--- config.mk ---
export PLATFORM = sky130hd
export DESIGN_NAME = dac_row_loader
export DESIGN_NICKNAME = d
export VERILOG_FILES = /design/src/rtl/dac_row_loader.sv
export SDC_FILE = /design/constraint.sdc
export NUM_CORES = 1
export LEC_CHECK = 0
export CAP_MARGIN = 0
export CORE_UTILIZATION = 56
export CTS_CLUSTER_SIZE = 14
export DETAILED_ROUTE_END_ITERATION = 8
export PLACE_DENSITY_LB_ADDON = 0.12
export SYNTH_ARGS = -nofsm -noshare
export SYNTH_HDL_FRONTEND = slang
export SYNTH_SLANG_ARGS = --single-unit
--- constraint.sdc ---
create_clock -name clk -period 6.1 [get_ports clk]
set_input_delay 0.915 -clock clk [delete_from_list [all_inputs] [get_ports clk]]
set_output_delay 0.915 -clock clk [all_outputs]
set_load 0.02 [all_outputs]
--- src/rtl/dac_row_loader.sv ---
// Row-code batch loader: collects up to ROWS codes, presents them on IDAC and runs the start/finish
// toggle handshake with the DAC driver. Define DAC_LOADER_PINGPONG_EN for a second fill bank.
module dac_row_loader #(
    parameter int               ROWS     = 8,
    parameter int               CODE_W   = 12,
    parameter logic [CODE_W-1:0] PAD_CODE = '0
) (
    input  logic                           clk,
    input  logic                           rstn,
    input  logic                           wr_valid,
    input  logic [CODE_W-1:0]              wr_data,
    input  logic                           wr_last,
    output logic                           wr_ready,
    output logic [ROWS-1:0][CODE_W-1:0]    IDAC,
    output logic                           start,
    input  logic                           finish,
    output logic                           busy,
    output logic                           batch_done,
    output logic [15:0]                    batch_cnt
);

    localparam int ROW_W = (ROWS > 1) ? $clog2(ROWS) : 1;
    localparam int LEN_W = $clog2(ROWS + 1);
`ifdef DAC_LOADER_PINGPONG_EN
    localparam int NB = 2;
`else
    localparam int NB = 1;
`endif

    typedef enum logic [1:0] {S_FILL, S_LOAD, S_LAUNCH, S_WAIT} state_t;

    state_t                        r_state;
    state_t                        w_state_next;
    logic [CODE_W-1:0]             r_bank [NB][ROWS];
    logic [LEN_W-1:0]              r_len  [NB];
    logic [ROW_W-1:0]              r_fill_idx;
    logic                          r_wr_ready;
    logic                          r_start;
    logic                          r_busy;
    logic                          r_done;
    logic [15:0]                   r_cnt;
    logic [ROWS-1:0][CODE_W-1:0]   r_idac;
    logic [ROWS-1:0][CODE_W-1:0]   w_idac_next;
    logic                          w_acc;
    logic                          w_close;
    logic                          w_fin;
    logic                          w_go_load;
    logic                          w_do_load;
    logic                          w_do_launch;
    logic                          w_do_done;
    logic                          w_ready_next;
    logic                          w_wsel;
    logic                          w_lsel;

    assign w_acc   = wr_valid && r_wr_ready;
    assign w_close = w_acc && (wr_last || (r_fill_idx == ROW_W'(ROWS - 1)));
    assign w_fin   = (finish == r_start);

`ifdef DAC_LOADER_PINGPONG_EN
    logic r_wsel;
    logic r_pend;
    logic w_pend_next;

    // The bank not being filled is always the one that was closed last.
    assign w_wsel    = r_wsel;
    assign w_lsel    = ~r_wsel;
    assign w_go_load = r_pend | w_close;

    always_comb begin
        w_pend_next = r_pend;
        if (w_do_done)
            w_pend_next = 1'b0;
        else if (w_close && (r_state != S_FILL))
            w_pend_next = 1'b1;
    end

    assign w_ready_next = ~w_pend_next;

    always_ff @(posedge clk or negedge rstn) begin
        if (!rstn) begin
            r_wsel <= 1'b0;
            r_pend <= 1'b0;
        end else begin
            r_pend <= w_pend_next;
            if (w_close)
                r_wsel <= ~r_wsel;
        end
    end
`else
    assign w_wsel       = 1'b0;
    assign w_lsel       = 1'b0;
    assign w_go_load    = 1'b0;
    assign w_ready_next = (w_state_next == S_FILL);
`endif

    always_ff @(posedge clk or negedge rstn) begin
        if (!rstn)
            r_state <= S_FILL;
        else
            r_state <= w_state_next;
    end

    always_comb begin
        w_state_next = r_state;
        case (r_state)
            S_FILL:   if (w_close) w_state_next = S_LOAD;
            S_LOAD:   w_state_next = S_LAUNCH;
            S_LAUNCH: w_state_next = S_WAIT;
            S_WAIT:   if (w_fin) w_state_next = w_go_load ? S_LOAD : S_FILL;
            default:  w_state_next = S_FILL;
        endcase
    end

    always_comb begin
        w_do_load   = (r_state == S_LOAD);
        w_do_launch = (r_state == S_LAUNCH);
        w_do_done   = (r_state == S_WAIT) && w_fin;
    end

    // Data storage carries no reset; a bank is only read after a closing accept wrote its length.
    always_ff @(posedge clk) begin
        if (w_acc)
            r_bank[w_wsel][r_fill_idx] <= wr_data;
        if (w_close)
            r_len[w_wsel] <= LEN_W'(r_fill_idx) + LEN_W'(1);
    end

    genvar gi;
    generate
        for (gi = 0; gi < ROWS; gi++) begin : g_row
            assign w_idac_next[gi] = (LEN_W'(gi) < r_len[w_lsel]) ? r_bank[w_lsel][gi] : PAD_CODE;
        end
    endgenerate

    always_ff @(posedge clk or negedge rstn) begin
        if (!rstn) begin
            r_fill_idx <= '0;
            r_wr_ready <= 1'b0;
            r_start    <= 1'b0;
            r_busy     <= 1'b0;
            r_done     <= 1'b0;
            r_cnt      <= '0;
            r_idac     <= '0;
        end else begin
            r_wr_ready <= w_ready_next;
            if (w_close)
                r_fill_idx <= '0;
            else if (w_acc)
                r_fill_idx <= r_fill_idx + ROW_W'(1);
            if (w_do_load)
                r_idac <= w_idac_next;
            if (w_do_launch) begin
                r_start <= ~r_start;
                r_busy  <= 1'b1;
            end
            r_done <= w_do_done;
            if (w_do_done) begin
                r_busy <= 1'b0;
                r_cnt  <= r_cnt + 16'd1;
            end
        end
    end

    assign wr_ready   = r_wr_ready;
    assign IDAC       = r_idac;
    assign start      = r_start;
    assign busy       = r_busy;
    assign batch_done = r_done;
    assign batch_cnt  = r_cnt;

endmodule

==> run metrics, run 1 <==
Residual DRC=0; Finished Cell Area=9870 um2; CP cell instances=nand2b_4 > buf_4 > a21oi_1 > a22o_1; Req. time, crit path=6.53 ns; Worst Hold Class=reg -> reg; Area after DPL=9160 um2; Worst Path Arrival=3.03 ns; fin crit share=42.7%; peak supply drop=0.000320 V; post_cts resized=0; DR vias/cell=5.68; Die Area=14300 um2; Post-CTS Setup Inserts=0; min-delay src=r_bank[0][29]; synthesis-to-finish area growth=27.8%; #FFs+latches synth=221; first-pass GRT wire length=24800 um; Die Ht=119 um; clk sink count=221; Post-Syn Area=7730 um2; Pwr per Cell Area=529 nW/um2; CTS H-tree lvls=1; Layout Skew=0.0156 ns; Setup crit start kind=register; RSZ-0062 raised after global routing=no; Reg2Reg Setup Slack=3.49 ns; CTS tree=done; class of the most critical setup path=reg -> reg; post-DR wirelength/cell=19.9 um; outcome=finished clean; overall power=5.22 mW; commonest non-fill, non-tap cell in the layout=clkdlybuf4s50_1; Final Hold Viols=0; WL final=15800 um; Worst-path clk slew=0.06 ns; Die W=119 um; max cap viols=0; Worst Reg-to-Reg Cells=4; Hold Slack=0.463 ns; most frequent cells in the layout=clkdlybuf4s50_1 (131), dfrtp_1 (121), edfxtp_1 (100); Endpoint, Worst Hold=IDAC[65]; Initial DRT Pass Iterations=5; Starting Density=57.9%; vias in the first global route=4453; worst skew pair latency=0.50 ns; crit-path max FO=58; Core ar.=13300 um2; Post-Place Setup Slack=3.14 ns; DR iter-0 viols=335; Synth cell types=31; Setup crit end kind=register; YS warnings=0; dpl cells=754; Non-Filler Instances=793; initial antenna violation count=0; Avg Inst Size Synth=16.7 um2; Global Route Usage Sum=23.1%; Max-Slew Margin vs Limit=16.3%; Longest Clk Path Bufs=3; num ports=133; cts-stage hold buffer count=0; # port buffers=132; Final min period=2.61 ns; Final #Nets=622; Final ANT Viol Nets=0; Slew @ Worst Pin=1.25 ns; fmax=384 MHz; sequential area share after synthesis=78.1%; final core utilization=74.0%; Final Max Slew Viols=0; diode count=0; Leak=3.94 nW; CTS buffer count=22; DR vias=4506; setup_tns=0 ns; hold depth=1; global route overflow=0; Setup Viol. Count Final=0; CP max stage delay=0.86 ns; largest net degree at the start of global routing=76; num rows=42; share of layout cells above drive strength 1=8.43%; FF-to-FF Start=r_state[1]; DPL Wire Length=10000 um; Cells after Synth=462; reg2reg end=IDAC[77]; CTS Root Cell=clkbuf_16; Synth Net Count=482; Routability Congestion=0.872; slowest CP cell=a21oi_1; PnR worst setup slack=3.49 ns
synth_stat cells:
cell	count	area [um2]
dfrtp_1	121	3030
edfxtp_1	100	3000
a22o_1	86	753
nand2_1	37	139
o21ai_0	14	70.1
xnor2_1	14	123
nand3_1	12	60.1
nor2_1	11	41.3
buf_4	9	67.6
nor3_1	7	35.0
buf_6	6	67.6
a21oi_1	5	25.0
buf_2	5	25.0
inv_1	5	18.8
nand4_1	4	25.0
and3_1	3	18.8
ha_1	3	37.5
xor2_1	3	26.3
clkbuf_1	2	7.51
nand2b_1	2	12.5
nor2_4	2	22.5
nor4_1	2	12.5
a21oi_2	1	8.76
inv_2	1	3.75
mux2_2	1	11.3
nand4_4	1	21.3
nor3_2	1	10.0
nor4_4	1	21.3
o31ai_1	1	7.51
or2b_1	1	7.51
xor2_2	1	16.3
worst max-delay path: cells and delay by family, from the launching register on:
family,cells,cell delay (ns)
buffers and inverters,1,0.48
AO/OA/AOI/OAI,2,1.12
flip-flops,1,0.45
AND/OR/NAND/NOR,1,0.48
cell type report:
type | count | area, um2
multi-input cells | 213 | 1520
well taps | 176 | 220
clock inverters | 8 | 62.6
inverters | 6 | 22.5
clock buffers | 31 | 656
flip-flops and latches | 221 | 6030
fillers | 830 | 3470
repair buffers | 138 | 1360
report_power, final:
group	total, mW	switching (mW)	internal (mW)	leakage [nW]
logic	1.70	0.872	0.829	1.13
registers	2.21	0.272	1.94	2.45
clock network	1.31	0.526	0.788	0.360
total	5.22	1.67	3.55	3.94
cells by family (layout without fill, tap and decap cells):
logic type | count (synthesis) | count (layout) | synth area share, %
flip-flops | 221 | 221 | 78.1
multiplexers | 1 | 1 | 0.146
AO/OA/AOI/OAI | 107 | 107 | 11.2
adder cells (fa/ha/maj) | 3 | 3 | 0.486
AND/OR/NAND/NOR | 84 | 84 | 5.52
XOR/XNOR | 18 | 18 | 2.14
buffers and inverters | 28 | 183 | 2.46
registers in the layout, indices dropped and copies added, names as in the netlist, 2 cells and up:
register / count
batch_cnt: 16
r_fill_idx: 3
r_len: 4
r_state: 2
IDAC: 96
r_bank: 96
routing by layer:
layer | GRT usage, % | share of wire, % | vias to the layer above
met3 | 5.22 | 7.6 | 35
met1 | 32.4 | 42 | 2269
met2 | 36.3 | 48 | 192
met5 | 0 | 0 | -
li1 | - | - | 2010
met4 | 7.81 | 2.7 | 0
worst max path at each step:
stage	startpoint	cells past startpoint	endpoint	slack, ns
3_3_place_gp	wr_valid	3	r_bank[0][91]	3.19
6_report	r_state[1]	4	IDAC[77]	3.49
4_1_cts	r_state[1]	4	IDAC[27]	3.52
5_1_grt	r_state[1]	4	IDAC[75]	3.31
2_1_floorplan	wr_valid	2	r_bank[0][84]	3.41
3_5_place_dp	wr_valid	3	r_bank[0][93]	3.14
(Power assumes the default switching activity.)
==> inputs of run 2 (changes only) <==
--- a/config.mk
+++ b/config.mk
@@ -6,7 +6,7 @@
 export NUM_CORES = 1
 export LEC_CHECK = 0
 export CAP_MARGIN = 0
-export CORE_UTILIZATION = 56
+export CORE_UTILIZATION = 47
 export CTS_CLUSTER_SIZE = 14
 export DETAILED_ROUTE_END_ITERATION = 8
 export PLACE_DENSITY_LB_ADDON = 0.12
==> constraint.sdc (replaced) <==
create_clock -name clk -period 2.28 [get_ports clk]
set_input_delay 0.342 -clock clk [delete_from_list [all_inputs] [get_ports clk]]
set_output_delay 0.342 -clock clk [all_outputs]
set_load 0.02 [all_outputs]
==> run 2 against run 1 <==
Setup slack lost 3.2 ns; clock power grew to 2.7 times the previous value; global-route usage is 2.8 points lower; combinational power increased to 2.7 times the previous value; worst hold slack got worse by 0.052 ns; first-iteration DRC count shrank 38%; register-to-register slack got worse by 3.0 ns; largest cell class unchanged.
==> run metrics, run 2 (synthesis gave the netlist of run 1 again) <==
outcome=finished clean; worst skew pair latency=0.49 ns (about the same); largest net degree at the start of global routing=49 (-36%); Longest Clk Path Bufs=3 (unchanged); first-pass GRT wire length=25400 um (+2.3%); Leak=3.99 nW (+1.2%); reg2reg end=IDAC[26]; Filler Cell Count=1180 (+42%); crit path buf inv count=1 (unchanged); Slew @ Worst Pin=1.08 ns (-0.166 ns); CTS Root Cell=clkbuf_16; Final ANT Viol Nets=0 (unchanged); share of layout cells above drive strength 1=9.74% (+1.3 points); Worst Reg-to-Reg Cells=3 (-1); class of the most critical setup path=reg -> out; clk sink count=221 (unchanged); commonest non-fill, non-tap cell in the layout=clkdlybuf4s50_1; num rows=46 (+9.5%); DPL Wire Length=10400 um (+4.3%); CTS H-tree lvls=1 (unchanged); num ports=133 (unchanged); post-DR wirelength/cell=19.6 um (-1.6%); Worst Path Arrival=1.64 ns (-1.39 ns); DR vias/cell=5.24 (-7.7%); Die Ht=130 um (+9.0%); initial antenna violation count=0 (unchanged); Setup Viol. Count Final=0 (unchanged); DR iter-0 viols=208 (-38%); CTS tree=done; FF-to-FF Start=r_state[1]; vias in the first global route=4520 (+1.5%); fin crit share=87.0%; Setup crit start kind=register; Final Hold Viols=0 (unchanged); global route overflow=0 (unchanged); Final #Nets=632 (+1.6%); Area after DPL=9300 um2 (+1.5%); Final Max Slew Viols=0 (unchanged); post_cts resized=0 (unchanged); slowest CP cell=clkdlybuf4s50_1; Residual DRC=0 (unchanged); crit-path max FO=6 (-90%); most frequent cells in the layout=clkdlybuf4s50_1 (131), dfrtp_1 (121), edfxtp_1 (100); Finished Cell Area=10000 um2 (+1.6%); Worst-path clk slew=0.06 ns (about the same); Die Area=17000 um2 (+19%); max cap viols=0 (unchanged); Req. time, crit path=1.94 ns (-4.59 ns); peak supply drop=0.000804 V (+150%); synthesis-to-finish area growth=29.8%; Reg2Reg Setup Slack=0.45 ns (-3.04 ns); Routability Congestion=0.835 (-4.2%); Worst Hold Class=in -> async; Global Route Usage Sum=20.3% (-2.8 points); CP cell instances=clkdlybuf4s50_1; diode count=0 (unchanged); fmax=504 MHz; CTS buffer count=23 (+4.5%); Setup crit end kind=primary output; # port buffers=132 (unchanged); Initial DRT Pass Iterations=4 (-1); Core ar.=15900 um2 (+19%); Layout Skew=0.00937 ns (-0.00626 ns); CP max stage delay=0.67 ns (-0.19 ns); largest delay contributor family on the critical path=buffers and inverters; Post-CTS Setup Inserts=0 (unchanged); DR vias=4414 (-2.0%); Pwr per Cell Area=1400 nW/um2 (+170%); Max-Slew Margin vs Limit=28.0% (+12 points); WL final=16500 um (+4.4%); RSZ-0062 raised after global routing=no; Die W=130 um (+9.0%); Starting Density=48.5% (-9.4 points); setup_tns=0 ns (unchanged); Final min period=1.98 ns
==> run 2: cell types whose count changed in the layout (fill, tap and decap cells not counted), moves of 2 or more <==
cell,change
buf_12,+2
buf_4,+6
clkbuf_8,-3
clkinvlp_4,+2
==> run 2: area by class of cell <==
type | instances | area (um2) | area share [%]
clock buffers | 28 | 614 | 6.12
clock inverters | 11 | 111 | 1.11
inverters | 6 | 22.5 | 0.224
multi-input cells | 213 | 1520 | 15.2
flip-flops and latches | 221 | 6030 | 60.1
well taps | 216 | 270 | 2.69
repair buffers | 147 | 1460 | 14.5
==> run 2: report_power, final <==
group	internal [mW]	total [mW]	switching (mW)
clock network	2.14	3.60	1.46
logic	2.25	4.61	2.36
registers	5.18	5.88	0.704
==> run 2: timing repair <==
item                                    in CTS  in global routing
hold buffers                                 1                  0
hold endpoints to repair                    45                  0
endpoints found under the setup margin       0                  0
==> run 2: metrics by stage <==
| stage | power, mW | cells | hold slack (ns) | setup slack (ns) | utilization (%) |
|---|---|---|---|---|---|
| after floorplan | 8.42 | 462 | 0.0464 | 0.282 | - |
| after global placement | 10.5 | 802 | 0.396 | 0.438 | 58.3 |
| after global routing | 14.8 | 842 | 0.471 | 0.217 | 62.9 |
| after detailed placement | 10.6 | 802 | 0.411 | 0.379 | 58.3 |
| after CTS | 14.2 | 842 | 0.428 | 0.264 | 62.9 |
| final | 14.1 | 842 | 0.411 | 0.298 | 62.9 |
==> run 2: worst max path at each step <==
stage / from / cells after the start / end / slack, ns
6_report: batch_cnt[2] / 1 / batch_cnt[2] / 0.30
5_1_grt: batch_cnt[2] / 1 / batch_cnt[2] / 0.22
4_1_cts: batch_cnt[2] / 1 / batch_cnt[2] / 0.26
3_5_place_dp: wr_valid / 3 / r_len[0][0] / 0.38
3_3_place_gp: finish / 6 / batch_cnt[4] / 0.44
2_1_floorplan: wr_ready / 2 / r_bank[0][24] / 0.28
==> run 2: metal layers <==
| metal | vias up | track usage (%) | wire length (um) |
|---|---|---|---|
| met3 | 22 | 3.98 | 918 |
| met2 | 125 | 32.5 | 8070 |
| met5 | - | 0 | 0 |
| met4 | 0 | 5.81 | 279 |
| met1 | 2240 | 28.4 | 7230 |
| li1 | 2027 | - | - |
==> inputs of run 3 (changes only) <==
--- a/config.mk
+++ b/config.mk
@@ -6,7 +6,9 @@
 export NUM_CORES = 1
 export LEC_CHECK = 0
 export CAP_MARGIN = 0
-export CORE_UTILIZATION = 47
+export CORE_MARGIN = 1.5
+export CORE_UTILIZATION = 56
+export CTS_CLUSTER_DIAMETER = 50
 export CTS_CLUSTER_SIZE = 14
 export DETAILED_ROUTE_END_ITERATION = 8
 export PLACE_DENSITY_LB_ADDON = 0.12
==> constraint.sdc (replaced) <==
create_clock -name clk -period 2.4 [get_ports clk]
set_input_delay 0.36 -clock clk [delete_from_list [all_inputs] [get_ports clk]]
set_output_delay 0.36 -clock clk [all_outputs]
set_load 0.02 [all_outputs]
==> run 3 against run 2 <==
Register-to-register slack got worse by 0.07 ns; total power is 10% lower; sequential cell count unchanged; routed wire length fell by 5.2%; count of clock-buffer cells in the layout is 4 higher; cell count down 5.7%; via count grew 0.27%; combinational power is 6.1% lower; sequential power shrank 4.8%; worst hold slack improved by 0.042 ns; die area decreased by 14%; critical path type is now reg -> reg; highest routed layer unchanged.
==> run metrics, run 3 (synthesis gave the netlist of run 1 again) <==
Initial DRT Pass Iterations=4 (unchanged); Max-Slew Margin vs Limit=30.5% (+2.4 points); fmax=495 MHz; peak supply drop=0.000833 V (+3.6%); DR vias/cell=5.57 (+6.3%); Final Max Slew Viols=0 (unchanged); max cap viols=0 (unchanged); CP cell instances=nor2_1 > a21oi_1 > a22o_1; post-DR wirelength/cell=19.7 um (+0.58%); Final min period=2.02 ns; CTS Root Cell=clkbuf_16; slowest CP cell=a21oi_1; Routability Congestion=0.861 (+3.1%); Req. time, crit path=2.80 ns (+0.86 ns); Die Ht=120 um (-7.5%); CTS buffer count=19 (-17%); class of the most critical setup path=reg -> reg; Leak=3.88 nW (-2.7%); first-pass GRT wire length=24400 um (-3.9%); Worst Reg-to-Reg Cells=3 (unchanged); outcome=finished clean; Longest Clk Path Bufs=3 (unchanged); Setup crit start kind=register; Post-Place Setup Slack=0.382 ns (+0.00242 ns); reg2reg end=IDAC[28]; Reg2Reg Setup Slack=0.38 ns (-0.07 ns); Starting Density=57.9% (+9.4 points); largest net degree at the start of global routing=111 (+130%); WL final=15600 um (-5.2%); PnR worst setup slack=0.379 ns (+0.0820 ns); global route overflow=0 (unchanged); Final #Nets=626 (-0.95%); diode count=0 (unchanged); Worst Path Arrival=2.42 ns (+0.78 ns); Setup Viol. Count Final=0 (unchanged); most frequent cells in the layout=clkdlybuf4s50_1 (131), dfrtp_1 (121), edfxtp_1 (100); Residual DRC=0 (unchanged); fin crit share=84.2%; commonest non-fill, non-tap cell in the layout=clkdlybuf4s50_1; Layout Skew=0.00807 ns (-0.00130 ns); CTS tree=done; CTS H-tree lvls=1 (unchanged); crit-path max FO=16 (+10); Die Area=14500 um2 (-14%); Core ar.=13300 um2 (-16%); vias in the first global route=4374 (-3.2%); num rows=42 (-8.7%); Worst Hold Class=in -> async; Slew @ Worst Pin=1.04 ns (-0.0365 ns); FF-to-FF Start=r_len[0][3]; Setup crit end kind=register; Die W=120 um (-7.5%); Hold Slack=0.453 ns (+0.0421 ns); share of layout cells above drive strength 1=7.28% (-2.5 points); DR iter-0 viols=303 (+46%); Pwr per Cell Area=1290 nW/um2 (-7.8%); initial antenna violation count=0 (unchanged); synthesis-to-finish area growth=26.5%; DPL Wire Length=10000 um (-4.0%); num ports=133 (unchanged); worst skew pair latency=0.47 ns (-0.02 ns); RSZ-0062 raised after global routing=no; Global Route Usage Sum=22.1% (+1.8 points); Final Hold Viols=0 (unchanged); Worst-path clk slew=0.06 ns (about the same); Filler Cell Count=875 (-26%); clk sink count=221 (unchanged); # port buffers=132 (unchanged); DR vias=4426 (+0.27%); CP max stage delay=0.83 ns (+0.16 ns); final core utilization=73.2% (+10 points); overall power=12.6 mW (-10%); Final ANT Viol Nets=0 (unchanged); setup_tns=0 ns (unchanged)
[run 3: worst max path at each step]
stage               depth (start not counted)  slack [ns]        start       endpoint
finish                                      3        0.38  r_len[0][3]       IDAC[28]
global route                                3        0.21  r_len[0][3]       IDAC[28]
CTS                                         3        0.37  r_len[0][3]       IDAC[28]
detailed placement                          3        0.38  r_len[0][3]       IDAC[24]
global placement                            3        0.51  r_len[0][3]       IDAC[25]
floorplan                                   2        0.11     wr_ready  r_bank[0][84]
[run 3: final cells by class]
| cell class | instances | area [um2] | area share, % |
|---|---|---|---|
| Sequential cell | 221 | 6030 | 61.7 |
| Multi-Input combinational cell | 213 | 1520 | 15.6 |
| Timing Repair Buffer | 145 | 1440 | 14.8 |
| Clock buffer | 32 | 524 | 5.37 |
| Tap cell | 176 | 220 | 2.25 |
| Inverter | 6 | 22.5 | 0.231 |
| Clock inverter | 1 | 5.00 | 0.0512 |
[run 3: routing by layer]
layer	part of all wire, %	up-vias	GRT usage (%)
li1	-	2010	-
met1	42	2207	31.5
met2	49	177	35.4
met3	6.5	32	3.82
met4	2.5	0	7.28
met5	0	-	0
[run 3: timing repair]
action | CTS | global route
endpoints found under the setup margin | 0 | 0
hold buffers | 1 | 0
gates resized for setup | 0 | 0
buffers inserted | 0 | 0
hold endpoints to repair | 45 | 0
[run 3: stage by stage]
step,std cells,cell area [um2]
after CTS,794,9770
after detailed placement,760,9230
after floorplan,462,7730
final,794,9770
after global routing,794,9770
after global placement,760,9230
[run 3: worst max-delay path, delay by kind of cell, from the launching register on]
family          cells  cell delay (ns)
compound gates      2             1.08
simple gates        1             0.19
flops               1             0.68
[run 3: where the power goes]
| part | switching, mW | total [mW] | internal, mW |
|---|---|---|---|
| combinational | 2.20 | 4.33 | 2.14 |
| clock | 1.22 | 2.71 | 1.48 |
| sequential | 0.687 | 5.60 | 4.92 |
| total | 4.11 | 12.6 | 8.54 |
